==> config.mk <==
export PLATFORM = sky130hd
export DESIGN_NAME = melody_sequencer
export DESIGN_NICKNAME = d
export VERILOG_FILES = /design/src/rtl/melody_pkg.sv /design/src/rtl/melody_sequencer_tick_gen.sv /design/src/rtl/melody_sequencer.sv
export SDC_FILE = /design/constraint.sdc
export NUM_CORES = 1
export LEC_CHECK = 0
export BUFFER_PORTS_ARGS = -buffer_cell sky130_fd_sc_hd__buf_2
export CORE_UTILIZATION = 40
export DETAILED_ROUTE_END_ITERATION = 16
export PLACE_DENSITY = 0.64
export SLEW_MARGIN = 20
export SYNTH_ARGS = -nofsm -noshare
export SYNTH_HDL_FRONTEND = slang
export SYNTH_SLANG_ARGS = --single-unit
==> constraint.sdc <==
create_clock -name CLOCK_50M -period 3.11 [get_ports CLOCK_50M]
set_input_delay 0.1555 -clock CLOCK_50M [delete_from_list [all_inputs] [get_ports CLOCK_50M]]
set_output_delay 0.1555 -clock CLOCK_50M [all_outputs]
set_load 0.01 [all_outputs]
==> src/rtl/melody_pkg.sv <==
// Shared types, tempo codes and melody ROM for the melody sequencer.
// Durations are in ticks; notes use the tone generator's 3-bit code map.
package melody_pkg;

  localparam int SEQ_LEN = 8;

  typedef enum logic [2:0] {
    IDLE = 3'd0,
    LOAD = 3'd1,
    PLAY = 3'd2,
    GAP  = 3'd3,
    DONE = 3'd4
  } state_t;

  typedef logic [2:0] note_t;

  localparam logic [1:0] TEMPO_X1      = 2'b00;
  localparam logic [1:0] TEMPO_X2      = 2'b01;
  localparam logic [1:0] TEMPO_HALF    = 2'b10;
  localparam logic [1:0] TEMPO_QUARTER = 2'b11;

  localparam note_t MEL_NOTE [SEQ_LEN] = '{
    3'd0, 3'd1, 3'd2, 3'd3, 3'd4, 3'd5, 3'd6, 3'd7
  };

  localparam logic [11:0] MEL_DUR [SEQ_LEN] = '{
    12'd250, 12'd250, 12'd250, 12'd250,
    12'd250, 12'd250, 12'd250, 12'd500
  };

  // Tempo-scaled duration; a zero result would never expire, so clamp to 1.
  function automatic logic [11:0] scale_dur(
    input logic [11:0] d,
    input logic [1:0]  t
  );
    logic [11:0] r;
    case (t)
      TEMPO_X2:      r = d << 1;
      TEMPO_HALF:    r = d >> 1;
      TEMPO_QUARTER: r = d >> 2;
      default:       r = d;
    endcase
    if (r == 12'd0) r = 12'd1;
    return r;
  endfunction

endpackage

==> src/rtl/melody_sequencer_tick_gen.sv <==
// Divides the system clock down to a one-cycle timing tick.
// Held at phase zero while clr is high so each note starts on a fresh period.
module tick_gen #(
  parameter int CLK_HZ  = 50_000_000,
  parameter int TICK_HZ = 1000
) (
  input  logic CLOCK_50M,
  input  logic reset,
  input  logic clr,
  output logic tick
);

  localparam int N = CLK_HZ / TICK_HZ;
  localparam int W = (N > 1) ? $clog2(N) : 1;

  logic [W-1:0] cnt;

  // Free-running divider, restarted by clr.
  always_ff @(posedge CLOCK_50M or posedge reset) begin
    if (reset) begin
      cnt <= '0;
    end else if (clr || cnt == W'(N - 1)) begin
      cnt <= '0;
    end else begin
      cnt <= cnt + 1'b1;
    end
  end

  assign tick = !clr && (cnt == W'(N - 1));

endmodule

==> src/rtl/melody_sequencer.sv <==
// Steps through the melody ROM, timing each note and gap in ticks.
// Drives the tone generator's note code and enable; all outputs registered.
module melody_sequencer
  import melody_pkg::*;
#(
  parameter int CLK_HZ    = 50_000_000,
  parameter int TICK_HZ   = 1000,
  parameter int GAP_TICKS = 20
) (
  input  logic       CLOCK_50M,
  input  logic       reset,
  input  logic       start,
  input  logic       stop,
  input  logic       loop_en,
  input  logic [1:0] tempo,
  output logic [2:0] note_sel,
  output logic       tone_en,
  output logic       busy,
  output logic [2:0] step_idx,
  output logic       done
);

  state_t      state, state_n;
  logic [2:0]  step_n;
  note_t       note_n;
  logic [11:0] dur_cnt, dur_n;
  logic [11:0] gap_cnt, gap_n;
  logic        start_q;
  logic        start_pulse;
  logic        tick;
  logic        last_step;
  logic        gap_end;

  tick_gen #(
    .CLK_HZ (CLK_HZ),
    .TICK_HZ(TICK_HZ)
  ) u_tick (
    .CLOCK_50M(CLOCK_50M),
    .reset    (reset),
    .clr      (state == IDLE || state == LOAD),
    .tick     (tick)
  );

  assign start_pulse = start & ~start_q;
  assign last_step   = (step_idx == 3'(SEQ_LEN - 1));
  assign gap_end     = (gap_cnt == 12'd0) || (tick && gap_cnt == 12'd1);

  // State register plus registered outputs derived from the next state.
  always_ff @(posedge CLOCK_50M or posedge reset) begin
    if (reset) begin
      state    <= IDLE;
      step_idx <= '0;
      note_sel <= '0;
      dur_cnt  <= '0;
      gap_cnt  <= '0;
      start_q  <= 1'b0;
      tone_en  <= 1'b0;
      busy     <= 1'b0;
      done     <= 1'b0;
    end else begin
      state    <= state_n;
      step_idx <= step_n;
      note_sel <= note_n;
      dur_cnt  <= dur_n;
      gap_cnt  <= gap_n;
      start_q  <= start;
      tone_en  <= (state_n == PLAY);
      busy     <= (state_n == LOAD) || (state_n == PLAY) || (state_n == GAP);
      done     <= (state_n == DONE);
    end
  end

  // Next-state logic; stop wins in every active state.
  always_comb begin
    state_n = state;
    step_n  = step_idx;
    note_n  = note_sel;
    dur_n   = dur_cnt;
    gap_n   = gap_cnt;
    unique case (state)
      IDLE: begin
        if (start_pulse && !stop) begin
          step_n  = '0;
          state_n = LOAD;
        end
      end
      LOAD: begin
        if (stop) begin
          state_n = IDLE;
        end else begin
          note_n  = MEL_NOTE[step_idx];
          dur_n   = scale_dur(MEL_DUR[step_idx], tempo);
          state_n = PLAY;
        end
      end
      PLAY: begin
        if (stop) begin
          state_n = IDLE;
        end else if (tick) begin
          if (dur_cnt == 12'd1) begin
            gap_n   = 12'(GAP_TICKS);
            state_n = GAP;
          end else begin
            dur_n = dur_cnt - 12'd1;
          end
        end
      end
      GAP: begin
        if (stop) begin
          state_n = IDLE;
        end else if (gap_end) begin
          if (!last_step) begin
            step_n  = step_idx + 3'd1;
            state_n = LOAD;
          end else if (loop_en) begin
            step_n  = '0;
            state_n = LOAD;
          end else begin
            state_n = DONE;
          end
        end else if (tick) begin
          gap_n = gap_cnt - 12'd1;
        end
      end
      DONE: begin
        state_n = IDLE;
      end
      default: begin
        state_n = IDLE;
      end
    endcase
  end

endmodule

## Yosys cells after proc, flatten, opt, wreduce, memory -nomap -nowiden

Memories as Yosys holds them, arrays and structs flattened. A register that Yosys moved wholly into a read port is not among the register bits.
Index checks and enable logic that the tools add are counted.

- Flip-flop bits (word level): 50
- ROM bits: 120
- Bits of input ports: 7
- Output and inout bits: 9
- Word-level logic and storage cells: 100
- Memories: 2

- Add/sub/neg operators: 4
- Order comparisons: 1
- Equality and inequality tests: 25
- Muxes and demuxes: 35
- Bitwise gates (word level): 4
- Reduce and logical (&&, ||, !) cells: 20

Memories:

| name | depth | width | rd ports | clocked after memory_dff | wr ports | RTL line | RTL |
|---|---|---|---|---|---|---|---|
| (no name shown) | 8 | 12 | 1 | 0 | 0 | melody_sequencer.sv:92 | `dur_n = scale_dur(MEL_DUR[step_idx], tempo);` |
| (no name shown) | 8 | 3 | 1 | 1 | 0 | melody_sequencer.sv:91 | `note_n = MEL_NOTE[step_idx];` |

Operators by type and width:

| kind | number |
|---|---|
| 12-bit two-way mux | 15 |
| 12-bit one-hot mux with 2 select lines | 2 |
| 3-bit two-way mux | 13 |
| 12-bit one-hot mux with 3 select lines | 1 |
| 12-bit by 1-bit equality test with 1-bit output (second input constant) | 2 |
| 12-bit zero test | 2 |
| 12-bit by 1-bit subtractor with 12-bit output (second input constant) | 2 |
| 2-bit != test (second input constant) | 9 |
| 16-bit by 1-bit adder with 16-bit output (second input constant) | 1 |
| 16-bit equality test (second input constant) | 1 |
| 16-bit two-way mux | 1 |
| 3-bit by 2-bit equality test with 1-bit output (second input constant) | 4 |
| 3-bit one-hot mux with 4 select lines | 1 |
| 5-bit AND reduction | 2 |
| 7-bit AND reduction | 1 |
| 3-bit by 1-bit equality test with 1-bit output (second input constant) | 2 |
| 3-bit equality test (second input constant) | 2 |
| 3-bit one-hot mux with 2 select lines | 1 |
| 2-bit nonzero test | 3 |
| 1-bit logical OR | 5 |
| 2-bit equality test (second input constant) | 2 |
| 4-bit >= comparator (second input constant) | 1 |
| 3-bit inverter with 4-bit output | 1 |
| 3-bit by 1-bit adder with 3-bit output (second input constant) | 1 |
| 10 further kinds | 14 |

## Logic depth before layout (Yosys ltp)

Gate-level depths: netlist (run 1).

- Depth in word-level cells: 12
- Gate-level depth with buffers: 8

## Cells and area by module

A second synthesis (run 1) with hierarchy kept.

- Cell total of the unflattened synthesis: 312
- Area total of the unflattened synthesis: 2914.0 µm²

Modules (own cells, without submodules):

| module | times used | cells an instance | area each (µm²) | sequential area each (µm²) |
|---|---|---|---|---|
| melody_sequencer | 1 | 229 | 2103.3 | 925.9 |
| tick_gen | 1 | 83 | 810.8 | 400.4 |

## Least setup slack after synthesis (run 1)

OpenSTA, ideal clock, no wires.

- Path kind: register to register
- Start point: register u_tick.cnt[4]
- End point: register gap_cnt[5]
- Library setup time: 0.079 ns
- Arrival: 2.692 ns
- Data required time: 3.031 ns
- Setup slack: 0.338 ns
- Stages on the path, launching flop included: 8
- Path buffers: 2
- Period minus slack after synthesis: 2.772 ns
- Cells stage by stage: dfrtp_1 > or4b_1 > or4_4 > buf_6 > or4_1 > buf_6 > a2111oi_4 > mux2i_1

- Longest elaborated chain between the ends: 6
- Elaborated cells on any way between the ends: 8
- Those cells by class: eq/ne: 4; reduce/logical: 4

RTL lines:

| item | RTL line | RTL |
|---|---|---|
| start: declaration | melody_sequencer_tick_gen.sv:16 | `logic [W-1:0] cnt;` |
| start signal: assignment | melody_sequencer_tick_gen.sv:25 | `cnt <= cnt + 1'b1;` |
| 16-bit equality test (*) | melody_sequencer_tick_gen.sv:29 | `assign tick = !clr && (cnt == W'(N - 1));` |
| 1-bit logical AND (*) | melody_sequencer_tick_gen.sv:29 |  |
| 1-bit logical AND | melody_sequencer.sv:46 | `assign gap_end = (gap_cnt == 12'd0) \|\| (tick && gap_cnt == 12'd1);` |
| 1-bit logical OR | melody_sequencer.sv:46 |  |
| 2-bit != test (no source line) | -- |  |
| 7-bit AND reduction (no source line) (*) | -- |  |
| end signal: assignment | melody_sequencer.sv:65 | `gap_cnt <= gap_n;` |
| end: declaration | melody_sequencer.sv:27 | `logic [11:0] gap_cnt, gap_n;` |

Mark *: on every way between the ends. The rest lies on a longest branch, timed or not.
A chain may end at the register's enable or synchronous reset.

## Worst setup path in the final report (run 1)

Same ends and word-level chain as after synthesis.

==> results of run 1 <==
## per-layer routing
layer	track usage (%)	up-vias	wire length, um
met5	0	-	0
met4	6.61	0	106
met3	2.93	11	312
met2	28.2	69	3200
met1	25.0	1275	3350
li1	-	1325	-
## cell usage after synthesis (2+ instances only)
master    count
nand4b_1      2
o21ai_0      15
nor3_1       19
nand3_1      13
nor4_1       12
nor2_1       36
o41ai_1       2
o21bai_1      2
and3_1        3
a211o_1       2
o31ai_1       5
nor2b_1       5
nand4_1      10
a21oi_1      17
o21a_1        4
ha_1          8
or4_1         8
mux2i_1      10
nor3b_1       4
or3_1         7
dfrtp_1      53
xnor2_1       2
nand2_1      42
clkbuf_1     12
inv_1        12
and2_1        3
xor2_1       10
or2_2         2
nand2b_1     11
a31oi_1       2
buf_6         3
and3_2        2
## through the flow
step | power, uW | cell area (um2) | worst slack, ns | util (%) | hold WS (ns)
floorplan | 925 | 3190 | 0.338 | - | 0.187
global placement | 983 | 3340 | 0.278 | 43.3 | 0.281
detailed placement | 986 | 3340 | 0.224 | 43.3 | 0.284
CTS | 1380 | 3450 | 0.183 | 44.6 | 0.140
global route | 1440 | 3450 | 0.0474 | 44.7 | 0.176
finish | 1370 | 3450 | 0.190 | 44.7 | 0.153
## final timing paths
path                       slack, ns  cells after the start                    start                      end
max in group asynchronous       1.86                      4                    reset   gap_cnt[6]$_DFFE_PP0P_
hold / removal                  0.15                      2                     stop       state[0]$_DFF_PP0_
min in group asynchronous       0.48                      3                    reset   dur_cnt[3]$_DFFE_PP0P_
setup reg to reg                0.19                      5  u_tick.cnt[4]$_DFF_PP0_   gap_cnt[5]$_DFFE_PP0P_
setup / recovery                0.19                      5  u_tick.cnt[4]$_DFF_PP0_   gap_cnt[5]$_DFFE_PP0P_
hold reg to reg                 0.48                      2  note_sel[2]$_DFFE_PP0P_  note_sel[2]$_DFFE_PP0P_
## cell type report
cell class	count	area [um2]	share of cell area, %
multi-input cells	279	1740	50.3
well taps	102	128	3.70
flip-flops and latches	53	1330	38.4
inverters	12	45.0	1.30
clock buffers	7	86.3	2.50
repair buffers	22	133	3.84
## report_power, final
part           leakage (uW)  switching, uW  internal (uW)  total [uW]
combinational      0.000703            111           77.8         189
clock             0.0000443            218            177         395
sequential         0.000707           55.1            733         788
## logic make-up after synthesis
kind of cell             synth area share [%]
AND/OR/NAND/NOR                          31.5
AO/OA/AOI/OAI                            12.9
flip-flops                               41.6
buffers and inverters                    4.01
XOR/XNOR                                 3.30
multiplexers                             3.50
adder cells (fa/ha/maj)                  3.14
## registers in the layout (all words and copies together), names as in the netlist
| signal | cells |
|---|---|
| u_tick.cnt | 16 |
| dur_cnt | 12 |
| gap_cnt | 12 |
| note_sel | 3 |
| state | 3 |
| step_idx | 3 |
| busy | 1 |
| done | 1 |
| start_q | 1 |
| tone_en | 1 |
## worst reg2reg max path: cells and delay by family (launching register included)
kind | cells | cell delay, ns
and+or+nand+nor | 3 | 1.82
DFF | 1 | 0.44
AOI/OAI and AO/OA | 1 | 0.37
muxes | 1 | 0.23
## repair_timing
item,4_1_cts,5_1_grt
resized for setup,0,0
hold endpoints to repair,30,0
hold buffers,2,0
==> flow_summary.json, run 1 <==
{
  "status": "complete, no violations",
  "initial_utilization_pct": 41.2,
  "cpMaxStageDelayCell": "or4_1",
  "vias": 2680,
  "arrival_ns": 3.15,
  "layout-drive-gt1-share_pct": 11.0,
  "start_kind": "flip-flop",
  "crit_type": "flip-flop to flip-flop",
  "synth_cells": 360,
  "syn2layout_area_growth_pct": 8.41,
  "final_cell_mix": "53 x dfrtp_1, 42 x nand2_1, 36 x nor2_1",
  "setup_viol": 0,
  "rsz0062_at_grt": "false",
  "crit_family": "simple AND/OR/NAND/NOR gates",
  "ys_top_cells_by_area": "dfrtp_1 42%, nand2_1 4.9%, nor2_1 4.2%",
  "synth-async-reset-ratio_pct": 100,
  "overflow": 0,
  "clk_latency_ns": 0.30,
  "gp_congestion": 0.890,
  "final_common_cell": "dfrtp_1",
  "synth_nets": 375,
  "maxCapViolCount": 0,
  "grt_max_degree": 31,
  "path_cells": "or4b_1, or4_4, or4_1, a2111oi_4, mux2i_1",
  "vias_per_cell": 5.64,
  "dpl.cell_count": 466,
  "grt_pass1_vias": 2515,
  "fillCellCount": 736,
  "slew_violations": 0,
  "dpl.hpwl_um": 4920,
  "cts_setup_buffers": 0,
  "period_needed_ns": 2.92,
  "period_share_pct": 93.9,
  "root_buffer": "clkbuf_8",
  "io_buffers": 15,
  "cts_tree": "yes",
  "synth_cell_types": 54,
  "die_height_um": 91.2,
  "core_area_um2": 7730,
  "drtIter0Drc": 179,
  "critPathCaptureType": "flip-flop",
  "slew_headroom_pct": 53.2,
  "grtUsageTotal_pct": 18.0,
  "htree_levels": 2,
  "dieArea_um2": 8320,
  "yosysTopAreaCell": "dfrtp_1",
  "wl_per_cell_um": 14.7,
  "yosys_warnings": 0,
  "final-hold-violation-count": 0,
  "skew_ns": 0.00584,
  "yosysTopAreaCellShare_pct": 41.6,
  "cp.required_ns": 3.34,
  "fmax_ghz": 0.342,
  "num_antenna_cells": 0,
  "ir_drop_mv": 0.237,
  "setup_tns_ns": 0,
  "firstDrtPassIters": 4,
  "fin_nets": 388,
  "path_max_fanout": 8,
  "p_leak_uw": 0.00145,
  "antenna_found_initial": 0,
  "ys_seq_elements": 53,
  "clk_path_buf_depth": 2,
  "max_slew.worst_pin.slew_ns": 0.702,
  "ios": 16,
  "rows": 32,
  "crit_buf_inv": 0,
  "drc_errors": 0,
  "syn_area_per_cell_um2": 8.85,
  "slowest_delay_ns": 0.70,
  "cts_made_buffers": 5,
  "ant_nets": 0,
  "synth_edf_count": 0,
  "holdCritPathClass": "input pin to flip-flop",
  "die_x_um": 91.2,
  "synth_seq_area_share_pct": 41.6,
  "syn_area_um2": 3190,
  "clkTransAtPathRegs_ns": 0.09,
  "grt_pass1_wl_um": 12100,
  "finalNonFillerCells": 475,
  "ys.flop_type": "dfrtp_1",
  "drt-total-wl_um": 6970,
  "power_density_nw_per_um2": 397,
  "cts_sinks": 53
}
Power figures use the tool's default switching activity.
==> run 2, diff against run 1 <==
--- a/config.mk
+++ b/config.mk
@@ -6,9 +6,9 @@
 export NUM_CORES = 1
 export LEC_CHECK = 0
 export BUFFER_PORTS_ARGS = -buffer_cell sky130_fd_sc_hd__buf_2
-export CORE_UTILIZATION = 40
+export CORE_UTILIZATION = 55
 export DETAILED_ROUTE_END_ITERATION = 16
-export PLACE_DENSITY = 0.64
+export PLACE_DENSITY = 0.81
 export SLEW_MARGIN = 20
 export SYNTH_ARGS = -nofsm -noshare
 export SYNTH_HDL_FRONTEND = slang
==> constraint.sdc (replaced) <==
create_clock -name CLOCK_50M -period 3.3 [get_ports CLOCK_50M]
set_input_delay 0.165 -clock CLOCK_50M [delete_from_list [all_inputs] [get_ports CLOCK_50M]]
set_output_delay 0.165 -clock CLOCK_50M [all_outputs]
set_load 0.01 [all_outputs]
==> run 2 against run 1 <==
  * Register-to-register slack better by 0.20 ns
  * Clock power decreased by 7.3%
  * Largest power group unchanged
  * Setup slack improved by 0.20 ns
  * Sequential power shrank 6.0%
  * Critical path type unchanged
  * Non-clock buffer count is 2 lower
  * Total power shrank 6.8%
  * Utilization increased by 17 points
==> flow_summary.json, run 2 (same netlist as run 1, synthesis figures left out) <==
{
  "status": "complete, no violations",
  "grtUsageTotal_pct": 23.6,
  "htree_levels": 2,
  "drt-total-wl_um": 6640,
  "dieArea_um2": 6100,
  "top_regs": "u_tick.cnt x16, dur_cnt x12, gap_cnt x12",
  "initial_utilization_pct": 57.5,
  "drtIter0Drc": 226,
  "setup_tns_ns": 0,
  "holdCritPathClass": "input pin to flip-flop",
  "period_share_pct": 88.1,
  "final_common_cell": "dfrtp_1",
  "maxCapViolCount": 0,
  "final-hold-violation-count": 0,
  "cts_setup_buffers": 0,
  "cts_made_buffers": 5,
  "grt_max_degree": 54,
  "p_leak_uw": 0.00144,
  "drc_errors": 0,
  "cp.required_ns": 3.54,
  "dpl.hpwl_um": 4750,
  "worstReg2RegEnd": "gap_cnt[5]$_DFFE_PP0P_",
  "cts_resized": 0,
  "antenna_found_initial": 0,
  "multiInputGateArea_um2": 1730,
  "io_buffers": 15,
  "cts_sinks": 53,
  "ant_nets": 0,
  "firstDrtPassIters": 5,
  "slew_violations": 0,
  "period_needed_ns": 2.91,
  "die_x_um": 78.1,
  "vias": 2674,
  "r2r-start": "u_tick.cnt[4]$_DFF_PP0_",
  "gp_congestion": 0.880,
  "root_buffer": "clkbuf_8",
  "fmax_ghz": 0.344,
  "critPathCaptureType": "flip-flop",
  "startpoint": "u_tick.cnt[4]$_DFF_PP0_",
  "slew_headroom_pct": 33.9,
  "die_height_um": 78.1,
  "clk_latency_ns": 0.31,
  "grt_pass1_wl_um": 11500,
  "clkTransAtPathRegs_ns": 0.10,
  "whs_ns": 0.161,
  "ir_drop_mv": 0.221,
  "crit_type": "flip-flop to flip-flop",
  "max_slew.worst_pin.slew_ns": 0.992,
  "clk_path_buf_depth": 2,
  "syn2layout_area_growth_pct": 6.60,
  "overflow": 0,
  "fin_nets": 386,
  "final_cell_mix": "53 x dfrtp_1, 42 x nand2_1, 36 x nor2_1",
  "start_kind": "flip-flop",
  "setup_viol": 0,
  "fillCellCount": 489,
  "cts_tree": "yes",
  "path_max_fanout": 8,
  "num_antenna_cells": 0,
  "largest_reg_flops": 16,
  "vias_per_cell": 6.02,
  "wl_per_cell_um": 15.0,
  "rows": 27,
  "postCtsHoldBufs": 2,
  "skew_ns": 0.00923,
  "regMostFlops": "u_tick.cnt",
  "arrival_ns": 3.15,
  "rsz0062_at_grt": "false",
  "grt_pass1_vias": 2470,
  "reg2reg_depth": 5,
  "core_area_um2": 5540,
  "critPathCapture": "gap_cnt[5]$_DFFE_PP0P_",
  "layout-drive-gt1-share_pct": 10.5,
  "register_area_um2": 1330,
  "ff2ff_setup_slack_ns": 0.39,
  "ios": 16,
  "power_density_nw_per_um2": 377
}
run 2: final cells by class:
class	instances	share of cell area (%)
Inverter	12	1.40
Clock inverter	2	0.295
Timing Repair Buffer	20	3.46
Sequential cell	53	39.1
Clock buffer	6	2.14
Multi-Input combinational cell	279	51.0
Tap cell	72	2.65
run 2: power breakdown:
part / switching (uW) / internal, uW / leakage, uW
clock: 218 / 148 / 0.0000450
combinational: 102 / 69.6 / 0.000693
sequential: 50.4 / 690 / 0.000707
run 2: worst max-delay path, cell delays in order, from the launching register on:
cell and delay (ns):
dfrtp_1 0.43, or4b_1 0.56, or4_4 0.56, or4_1 0.70, a2111oi_4 0.36, mux2i_1 0.22
run 2: how the worst min path moves through the flow:
stage / depth (start not counted) / startpoint / slack, ns / to
2_1_floorplan: 0 / start / 0.20 / start_q$_DFF_PP0_
3_3_place_gp: 1 / start / 0.29 / start_q$_DFF_PP0_
3_5_place_dp: 1 / start / 0.30 / start_q$_DFF_PP0_
4_1_cts: 2 / stop / 0.15 / state[0]$_DFF_PP0_
5_1_grt: 2 / stop / 0.18 / state[0]$_DFF_PP0_
6_report: 2 / stop / 0.16 / state[0]$_DFF_PP0_
run 2: per-stage QoR:
step                      power (uW)  utilization [%]  setup WS, ns  instances  instance area [um2]
after global routing            1340             61.3         0.321        444                 3400
final                           1280             61.3         0.393        444                 3400
after detailed placement         923             59.4         0.410        434                 3290
after global placement           918             59.4         0.482        434                 3290
after CTS                       1290             61.3         0.396        444                 3400
after floorplan                  872                -         0.528        360                 3190
run 2: routing by layer:
metal / global-route usage, % / vias up / share of wire (%)
li1: - / 1318 / -
met4: 6.85 / 0 / 0.92
met5: 0 / - / 0
met1: 33.0 / 1278 / 49
met2: 38.2 / 70 / 46
met3: 3.49 / 8 / 4.2
